**config.mk**
```make
export PLATFORM = sky130hd
export DESIGN_NAME = cache_fill_ctrl_flat
export DESIGN_NICKNAME = d
export VERILOG_FILES = /design/src/rtl/cache_pkg.sv /design/src/rtl/cache_fill_ctrl_if.sv /design/src/rtl/sat_counter.sv /design/src/rtl/cache_fill_ctrl.sv /design/src/flat_wrapper.sv
export SDC_FILE = /design/constraint.sdc
export NUM_CORES = 1
export LEC_CHECK = 0
export CORE_ASPECT_RATIO = 1.1
export CORE_MARGIN = 4
export CORE_UTILIZATION = 31
export CTS_CLUSTER_DIAMETER = 100
export DETAILED_ROUTE_END_ITERATION = 10
export PLACE_DENSITY = 0.64
export SLEW_MARGIN = 0
export SYNTH_ARGS = -nofsm -noshare
export SYNTH_HDL_FRONTEND = slang
export SYNTH_HIERARCHICAL = 1
export SYNTH_SLANG_ARGS = --single-unit
```
**constraint.sdc**
```tcl
create_clock -name CLK -period 2 [get_ports CLK]
set_clock_uncertainty 0.1 [all_clocks]
set_input_delay 0.6 -clock CLK [delete_from_list [all_inputs] [get_ports CLK]]
set_output_delay 0.6 -clock CLK [all_outputs]
set_load 0.1 [all_outputs]
```
**src/rtl/cache_pkg.sv**
```systemverilog
// Shared definitions for the cache fill controller: FSM state codes, default widths and the
// address that is always treated as a lookup miss.
package cache_pkg;

  localparam int unsigned ADDR_W_DEF = 32;
  localparam int unsigned DATA_W_DEF = 32;

  typedef logic [2:0] state_t;

  localparam state_t StIdle   = 3'd0;
  localparam state_t StLookup = 3'd1;
  localparam state_t StMemRd  = 3'd2;
  localparam state_t StMemWr  = 3'd3;
  localparam state_t StFill   = 3'd4;
  localparam state_t StDone   = 3'd5;

  // Power-up cache entries are zero, so a hit on address 0 cannot be trusted.
  localparam logic [63:0] FORCED_MISS_ADDR = 64'd0;

endpackage

```
**src/rtl/cache_fill_ctrl_if.sv**
```systemverilog
// Bundles the CPU, lookup-cache and memory signals of the fill controller.
// master = controller view, slave = environment (CPU, cache, memory) view.
interface cache_fill_ctrl_if #(
  parameter int unsigned ADDR_W = 32,
  parameter int unsigned DATA_W = 32
);
  logic              REQ;
  logic              REQ_WR;
  logic [ADDR_W-1:0] REQ_ADDR;
  logic [DATA_W-1:0] REQ_WDATA;
  logic              READY;
  logic              VALID;
  logic [DATA_W-1:0] RDATA;
  logic              ERR;
  logic [ADDR_W-1:0] LK_ADDR;
  logic [DATA_W-1:0] LK_DIN;
  logic              LK_WE;
  logic [DATA_W-1:0] LK_DOUT;
  logic              LK_FOUND;
  logic [ADDR_W-1:0] MEM_ADDR;
  logic [DATA_W-1:0] MEM_WDATA;
  logic              MEM_RE;
  logic              MEM_WE;
  logic              MEM_RDY;
  logic [DATA_W-1:0] MEM_RDATA;
  logic [31:0]       HIT_CNT;
  logic [31:0]       MISS_CNT;

  modport master (
    input  REQ, REQ_WR, REQ_ADDR, REQ_WDATA, LK_DOUT, LK_FOUND, MEM_RDY, MEM_RDATA,
    output READY, VALID, RDATA, ERR, LK_ADDR, LK_DIN, LK_WE, MEM_ADDR, MEM_WDATA,
    output MEM_RE, MEM_WE, HIT_CNT, MISS_CNT
  );

  modport slave (
    output REQ, REQ_WR, REQ_ADDR, REQ_WDATA, LK_DOUT, LK_FOUND, MEM_RDY, MEM_RDATA,
    input  READY, VALID, RDATA, ERR, LK_ADDR, LK_DIN, LK_WE, MEM_ADDR, MEM_WDATA,
    input  MEM_RE, MEM_WE, HIT_CNT, MISS_CNT
  );

endinterface

```
**src/rtl/sat_counter.sv**
```systemverilog
// Saturating up-counter with synchronous clear; holds at all-ones instead of wrapping.
module sat_counter #(
  parameter int unsigned WIDTH = 32
) (
  input  logic             i_clk,
  input  logic             i_clr,
  input  logic             i_inc,
  output logic [WIDTH-1:0] o_cnt
);

  logic [WIDTH-1:0] r_cnt;

  always_ff @(posedge i_clk) begin
    if (i_clr) begin
      r_cnt <= '0;
    end else if (i_inc && (r_cnt != '1)) begin
      r_cnt <= r_cnt + WIDTH'(1);
    end
  end

  assign o_cnt = r_cnt;

endmodule

```
**src/rtl/cache_fill_ctrl.sv**
```systemverilog
// Request-side fill controller for the shift-in lookup cache.
// Define CACHE_STATS_EN to build the read hit/miss counters; otherwise they read as zero.
module cache_fill_ctrl
  import cache_pkg::*;
#(
  parameter int unsigned ADDR_W      = ADDR_W_DEF,
  parameter int unsigned DATA_W      = DATA_W_DEF,
  parameter int unsigned MEM_TIMEOUT = 64
) (
  input logic               CLK,
  input logic               RST,
  cache_fill_ctrl_if.master bus
);

  localparam int unsigned TMO_W = $clog2(MEM_TIMEOUT + 1);

  state_t            r_state;
  state_t            w_state_nxt;
  logic              r_wr;
  logic [ADDR_W-1:0] r_addr;
  logic [DATA_W-1:0] r_wdata;
  logic [DATA_W-1:0] r_fill;
  logic [DATA_W-1:0] r_rdata;
  logic              r_err;
  logic [TMO_W-1:0]  r_tmo;
  logic              w_hit;
  logic              w_tmo_done;

  assign w_hit      = bus.LK_FOUND && (r_addr != ADDR_W'(FORCED_MISS_ADDR));
  assign w_tmo_done = (r_tmo == TMO_W'(MEM_TIMEOUT - 1));

  always_comb begin
    w_state_nxt = r_state;
    case (r_state)
      StIdle:   if (bus.REQ) w_state_nxt = StLookup;
      StLookup: begin
        if (r_wr)       w_state_nxt = StMemWr;
        else if (w_hit) w_state_nxt = StDone;
        else            w_state_nxt = StMemRd;
      end
      StMemRd, StMemWr: begin
        if (bus.MEM_RDY)     w_state_nxt = StFill;
        else if (w_tmo_done) w_state_nxt = StDone;
      end
      StFill:   w_state_nxt = StDone;
      StDone:   w_state_nxt = StIdle;
      default:  w_state_nxt = StIdle;
    endcase
  end

  always_ff @(posedge CLK) begin
    if (RST) begin
      r_state <= StIdle;
      r_wr    <= 1'b0;
      r_addr  <= '0;
      r_wdata <= '0;
      r_fill  <= '0;
      r_rdata <= '0;
      r_err   <= 1'b0;
      r_tmo   <= '0;
    end else begin
      r_state <= w_state_nxt;
      case (r_state)
        StIdle: begin
          if (bus.REQ) begin
            r_wr    <= bus.REQ_WR;
            r_addr  <= bus.REQ_ADDR;
            r_wdata <= bus.REQ_WDATA;
            r_err   <= 1'b0;
          end
        end
        StLookup: begin
          r_tmo <= '0;
          if (!r_wr && w_hit) r_rdata <= bus.LK_DOUT;
        end
        StMemRd, StMemWr: begin
          if (bus.MEM_RDY) begin
            r_fill <= r_wr ? r_wdata : bus.MEM_RDATA;
          end else if (w_tmo_done) begin
            r_err <= 1'b1;
          end else begin
            r_tmo <= r_tmo + TMO_W'(1);
          end
        end
        StFill: begin
          if (!r_wr) r_rdata <= r_fill;
        end
        default: ;
      endcase
    end
  end

  assign bus.READY     = (r_state == StIdle);
  assign bus.VALID     = (r_state == StDone);
  assign bus.ERR       = (r_state == StDone) && r_err;
  assign bus.RDATA     = r_rdata;
  assign bus.LK_ADDR   = r_addr;
  assign bus.LK_DIN    = r_fill;
  assign bus.LK_WE     = (r_state == StFill);
  assign bus.MEM_ADDR  = r_addr;
  assign bus.MEM_WDATA = r_wdata;
  assign bus.MEM_RE    = (r_state == StMemRd);
  assign bus.MEM_WE    = (r_state == StMemWr);

`ifdef CACHE_STATS_EN
  logic        w_hit_inc;
  logic        w_miss_inc;
  logic [31:0] w_hit_cnt;
  logic [31:0] w_miss_cnt;

  assign w_hit_inc  = (r_state == StLookup) && !r_wr && w_hit;
  assign w_miss_inc = (r_state == StLookup) && !r_wr && !w_hit;

  sat_counter #(.WIDTH(32)) u_hit_cnt (
    .i_clk (CLK),
    .i_clr (RST),
    .i_inc (w_hit_inc),
    .o_cnt (w_hit_cnt)
  );

  sat_counter #(.WIDTH(32)) u_miss_cnt (
    .i_clk (CLK),
    .i_clr (RST),
    .i_inc (w_miss_inc),
    .o_cnt (w_miss_cnt)
  );

  assign bus.HIT_CNT  = w_hit_cnt;
  assign bus.MISS_CNT = w_miss_cnt;
`else
  assign bus.HIT_CNT  = '0;
  assign bus.MISS_CNT = '0;
`endif

endmodule

```
**src/flat_wrapper.sv**
```systemverilog
// flat-port wrapper written by rule: the top's interface ports become plain ports
module cache_fill_ctrl_flat import cache_pkg::*;
#(
  parameter int unsigned ADDR_W      = ADDR_W_DEF,
  parameter int unsigned DATA_W      = DATA_W_DEF,
  parameter int unsigned MEM_TIMEOUT = 64
)
  (CLK, RST, bus_REQ, bus_REQ_WR, bus_REQ_ADDR, bus_REQ_WDATA, bus_LK_DOUT, bus_LK_FOUND, bus_MEM_RDY, bus_MEM_RDATA, bus_READY, bus_VALID, bus_RDATA, bus_ERR, bus_LK_ADDR, bus_LK_DIN, bus_LK_WE, bus_MEM_ADDR, bus_MEM_WDATA, bus_MEM_RE, bus_MEM_WE, bus_HIT_CNT, bus_MISS_CNT);
  cache_fill_ctrl_if #(.ADDR_W(ADDR_W), .DATA_W(DATA_W)) bus_i ();
  input logic CLK;
  input logic RST;
  input wire logic [$bits(bus_i.REQ)-1:0] bus_REQ;
  input wire logic [$bits(bus_i.REQ_WR)-1:0] bus_REQ_WR;
  input wire logic [$bits(bus_i.REQ_ADDR)-1:0] bus_REQ_ADDR;
  input wire logic [$bits(bus_i.REQ_WDATA)-1:0] bus_REQ_WDATA;
  input wire logic [$bits(bus_i.LK_DOUT)-1:0] bus_LK_DOUT;
  input wire logic [$bits(bus_i.LK_FOUND)-1:0] bus_LK_FOUND;
  input wire logic [$bits(bus_i.MEM_RDY)-1:0] bus_MEM_RDY;
  input wire logic [$bits(bus_i.MEM_RDATA)-1:0] bus_MEM_RDATA;
  output wire logic [$bits(bus_i.READY)-1:0] bus_READY;
  output wire logic [$bits(bus_i.VALID)-1:0] bus_VALID;
  output wire logic [$bits(bus_i.RDATA)-1:0] bus_RDATA;
  output wire logic [$bits(bus_i.ERR)-1:0] bus_ERR;
  output wire logic [$bits(bus_i.LK_ADDR)-1:0] bus_LK_ADDR;
  output wire logic [$bits(bus_i.LK_DIN)-1:0] bus_LK_DIN;
  output wire logic [$bits(bus_i.LK_WE)-1:0] bus_LK_WE;
  output wire logic [$bits(bus_i.MEM_ADDR)-1:0] bus_MEM_ADDR;
  output wire logic [$bits(bus_i.MEM_WDATA)-1:0] bus_MEM_WDATA;
  output wire logic [$bits(bus_i.MEM_RE)-1:0] bus_MEM_RE;
  output wire logic [$bits(bus_i.MEM_WE)-1:0] bus_MEM_WE;
  output wire logic [$bits(bus_i.HIT_CNT)-1:0] bus_HIT_CNT;
  output wire logic [$bits(bus_i.MISS_CNT)-1:0] bus_MISS_CNT;
  assign bus_i.REQ = bus_REQ;
  assign bus_i.REQ_WR = bus_REQ_WR;
  assign bus_i.REQ_ADDR = bus_REQ_ADDR;
  assign bus_i.REQ_WDATA = bus_REQ_WDATA;
  assign bus_i.LK_DOUT = bus_LK_DOUT;
  assign bus_i.LK_FOUND = bus_LK_FOUND;
  assign bus_i.MEM_RDY = bus_MEM_RDY;
  assign bus_i.MEM_RDATA = bus_MEM_RDATA;
  assign bus_READY = bus_i.READY;
  assign bus_VALID = bus_i.VALID;
  assign bus_RDATA = bus_i.RDATA;
  assign bus_ERR = bus_i.ERR;
  assign bus_LK_ADDR = bus_i.LK_ADDR;
  assign bus_LK_DIN = bus_i.LK_DIN;
  assign bus_LK_WE = bus_i.LK_WE;
  assign bus_MEM_ADDR = bus_i.MEM_ADDR;
  assign bus_MEM_WDATA = bus_i.MEM_WDATA;
  assign bus_MEM_RE = bus_i.MEM_RE;
  assign bus_MEM_WE = bus_i.MEM_WE;
  assign bus_HIT_CNT = bus_i.HIT_CNT;
  assign bus_MISS_CNT = bus_i.MISS_CNT;
  cache_fill_ctrl #(.ADDR_W(ADDR_W), .DATA_W(DATA_W), .MEM_TIMEOUT(MEM_TIMEOUT)) u_core (.CLK(CLK), .RST(RST), .bus(bus_i));
endmodule
```
Yosys cells after proc, flatten, opt, wreduce, memory -nomap -nowiden --
Index checks and enable logic that the tools add are counted.
Storage, ports and cells: memories kept 0, input bits 134, memory bits (read-only) 0, word-level logic and storage cells 55, bits in writable memories 0, flip-flop bits (word level) 140, latch bits 0, output and inout port bits 230
Operators by class: mux-type cells 17, multipliers 0, shift-type cells 0, equality and inequality tests 13, reductions and logical operators 16, bitwise gates (word level) 0, $lt $le $gt $ge 0, div/mod/pow operators 0, $add $sub $neg 1
Operators by type and width (count):
- $mux W32 | 3
- $pmux W32 S2 | 1
- $reduce_bool A32 Y1 | 1
- $mux W3 | 5
- $mux W7 | 2
- $pmux W7 S2 | 1
- $pmux W3 S4 | 1
- $ne A2 B2 Y1 const B | 4
- $add A7 B1 Y7 const B | 1
- $eq A7 B6 Y1 const B | 1
- $eq A3 B2 Y1 const B | 2
- $eq A3 B3 Y1 const B | 2
- $reduce_and A2 Y1 | 3
- $reduce_and A3 Y1 | 2
- $reduce_bool A2 Y1 | 3
- $ne A2 B1 Y1 const B | 2
- $reduce_and A4 Y1 | 1
- $eq A3 B1 Y1 const B | 1
- $logic_and A1 B1 Y1 | 3
- $logic_not A3 Y1 | 1
- $mux W1 | 3
- $ne A3 B2 Y1 const B | 1
- $pmux W1 S2 | 1
- $reduce_or A2 Y1 | 1
- $logic_not A1 Y1 | 1

Logic depth before layout (Yosys ltp) --
depth in word-level cells 5, mapped depth 7, gate-level depth less buffers 6

Worst setup path after synthesis --
Ideal clock, no wire load.
path kind register to output, start register u_core.r_state[2], end output port bus_ERR, arrival time 2914 ps, required time 1300 ps, setup slack -1614 ps, stages on the path, launching flop included 5, path buffers 1, cells stage by stage dfxtp_1 clkbuf_1 nand2_1 nor2_1 and2_1
On the way: word-level cells in the longest chain between the ends 2
Ends and longest elaborated chain:
- start, declared | RTL line cache_fill_ctrl.sv:17 | state_t r_state;
- start signal, assigned | RTL line cache_fill_ctrl.sv:53 | r_state <= StIdle;
- start signal, assigned | RTL line cache_fill_ctrl.sv:62 | r_state <= w_state_nxt;
- $eq A3 B3 Y1
- via bus_VALID | RTL line flat_wrapper.sv:21 | output wire logic [$bits(bus_i.VALID)-1:0] bus_VALID;
- $logic_and A1 B1 Y1 | RTL line cache_fill_ctrl.sv:95 | assign bus.ERR = (r_state == StDone) && r_err;
- end, declared | RTL line flat_wrapper.sv:23 | output wire logic [$bits(bus_i.ERR)-1:0] bus_ERR;
The timed path passes the listed nets, and every way through them passes these cells.

Final worst setup path --
start register u_core.r_state[0], end output port bus_ERR
On the way: word-level cells in the longest chain between the ends 2
Ends and longest elaborated chain (RTL line):
- $eq A3 B3 Y1 | cache_fill_ctrl.sv:95
- $logic_and A1 B1 Y1 | cache_fill_ctrl.sv:95
Every way passes these cells.

==> out/results.ini <==
[layout]
area_growth_pct = 86.3
final_core_util_pct = 59.1
fin_nets = 1227
final_cell_count_no_fill = 1395
antenna-diode-count = 0
drive_gt1_share_pct = 33.2
fin_area_um2 = 12700
fillers = 1842

[pwr]
p_leak_nw = 4.95
powerDensity_nw_per_um2 = 1190
p_sw_mw = 6.98
p_seq_share_pct = 23.8
irDropWorstVdd_mv = 0.596
total_power_mw = 15.1
p_int_mw = 8.15
swShare_pct = 46.1
p_clk_share_pct = 22.8
p_comb_share_pct = 53.5

[die]
io-pin-count = 364
die-area_um2 = 24400
rows = 56
die_height_um = 163
die_w_um = 149
start_util_pct = 31.7
core_um2 = 21400

[logic_synthesis]
synth_adder_area_share_pct = 0.184
synthMuxAreaShare_pct = 4.71
seq_area_frac_synth_pct = 41.2
synth_ff_type = dfxtp_1
ys.warnings.count = 6
synth_compound_area_share_pct = 20.5
syn_inst = 793
synthArstFlopShare_pct = 0
synth_area_per_cell_um2 = 8.58
synth_top_cell_by_area = dfxtp_1
synth.top_cells.by_count = dfxtp_1, nand2_1, buf_4
synth_xor_area_share_pct = 0.515
yosysMostFrequentCell = dfxtp_1
yosys.area_share.simple_pct = 16.0
syn_area_um2 = 6800
synth_seq_cells = 140
yosys-top-cells-area = dfxtp_1, buf_4, nand2_1, a211oi_1, a221oi_2
synth_edf_count = 0
synth_top_cell_area_share_pct = 41.2
synth_cell_type_count = 42
synth_top_family_by_area = compound AO/OA/AOI/OAI gates

[place]
post-place-ws_ns = -0.161
placed_area_um2 = 11800
dp_cells = 1351
io_buffer_count = 299
hpwl_um = 18300
gp_congestion = 0.808

[clock_tree]
cts-buffers-inserted = 17
clk_pin_slew_ns = 0.06
clock-root-buffer = clkbuf_16
cts.sinks = 140
cts_tree = yes
insertion_delay_ns = 0.41
htree_num_levels = 4
clock_path_buffers = 2
hold_buffers = 0

[timing]
hold_violations = 0
timing.fmax_mhz = 487
rsz0062_at_grt = yes
fin_crit_sh_pct = 103
hold_ws_ns = 0.379
setup_slack_ns = -0.0516
period_minus_slack_ns = 2.05
drv_slew = 0
finalSetupViolations = 5
fin_tns_setup_ns = -0.149

[grt]
grt_overflow = 0
grt_usage_pct = 19.4
grt_max_degree = 45
grt_pass1_wl_um = 37000
grt_antenna_before_repair = 1
grt_pass1_vias = 6522

[detailed_routing]
ant_nets = 0
drt_first_pass_iters = 4
wl_met3_um = 1890
route.vias.total = 6435
met1Wirelength_um = 9920
vias_per_cell = 4.61
wl_met2_um = 12400
drt-total-wl_um = 24500
drc = 0
avgRoutedWirePerCell_um = 17.6
drtIter0Drc = 207
top_layer = met5

[worst_setup_path]
worst-setup-path-type = reg -> out
critPathMaxFanout = 5
cp-start-kind = flop
critical_path_required_ns = 1.30
worstSetupEndpointType = output pin
critPathArrivalTime_ns = 1.35

[job]
max_cap_violations = 0

[status]
violations = setup timing
outcome = complete, but fails checks

[min_path]
min_path_type = reg -> reg

[placed cells by master (no fill, tap or decap), drive strengths merged, types with 3 or more instances in the layout]
master	count
nand4	3
nor3	3
nor4	9
a21oi	72
clkbuf	20
nor2	45
conb	64
a221oi	32
nor3b	3
buf	243
and3	32
inv	36
o21ai	4
mux2i	32
nand2	138
clkdlybuf4s50	132
and2	3
bufinv	4
clkinv	3
clkinvlp	3
dfxtp	140
a211oi	66
[flip-flops by register name, indices dropped and copies added (netlist names)]
signal / flops
u_core/r_err: 1
u_core/r_tmo: 7
u_core/bus.LK_ADDR: 32
u_core/r_wr: 1
u_core/r_state: 3
u_core/bus.LK_DIN: 32
u_core/bus.MEM_WDATA: 32
u_core/bus.RDATA: 32
[per-layer routing]
layer | global-route usage, % | vias to the layer above
li1 | - | 3176
met1 | 23.5 | 2989
met2 | 33.6 | 244
met3 | 6.27 | 24
met4 | 4.58 | 2
met5 | 0 | -
[power by group through the flow]
stage / clock (mW) / combinational (mW) / sequential, mW
2_1_floorplan: 0 / 2.92 / 5.94
3_3_place_gp: 0 / 7.94 / 3.63
3_5_place_dp: 0 / 7.97 / 3.65
4_1_cts: 3.52 / 8.10 / 3.59
5_1_grt: 3.64 / 8.38 / 3.64
6_report: 3.45 / 8.09 / 3.60
[critical path, stage by stage, from the launching register on]
cell	delay (ns)
dfxtp_4	0.37
buf_12	0.12
nand2_4	0.05
nor2_4	0.09
and2_4	0.16
buf_12	0.16
[worst paths after layout]
path                                from                   to  slack (ns)  cells past startpoint
setup / recovery       u_core/r_state[0]              bus_ERR       -0.05                      5
hold / removal           u_core/r_tmo[6]      u_core/r_tmo[6]        0.38                      1
hold reg to reg          u_core/r_tmo[6]      u_core/r_tmo[6]        0.38                      1
setup reg to reg  u_core/bus.LK_ADDR[23]  u_core/bus.RDATA[0]        0.09                      6
[timing repair]
action	in CTS	in global routing
setup endpoints to repair	32	38
buffers inserted	12	0
resized for setup	12	11
pin swaps	8	7
endpoints found under the hold margin	0	0
[cells by family after synthesis]
| logic type | Yosys count |
|---|---|
| compound gates | 179 |
| flops | 140 |
| mux | 32 |
| xor+xnor | 4 |
| fa+ha+maj | 1 |
| other cells | 1 |
| buf+inv | 192 |
| simple gates | 244 |
[cell type report]
class	instances	area [µm²]	share of cell area, %
repair buffers	375	5440	42.9
multi-input cells	524	3240	25.6
flip-flops and latches	140	2860	22.6
clock buffers	20	457	3.60
well taps	290	363	2.86
clock inverters	12	184	1.45
inverters	34	131	1.04
Power figures use the tool's default switching activity.
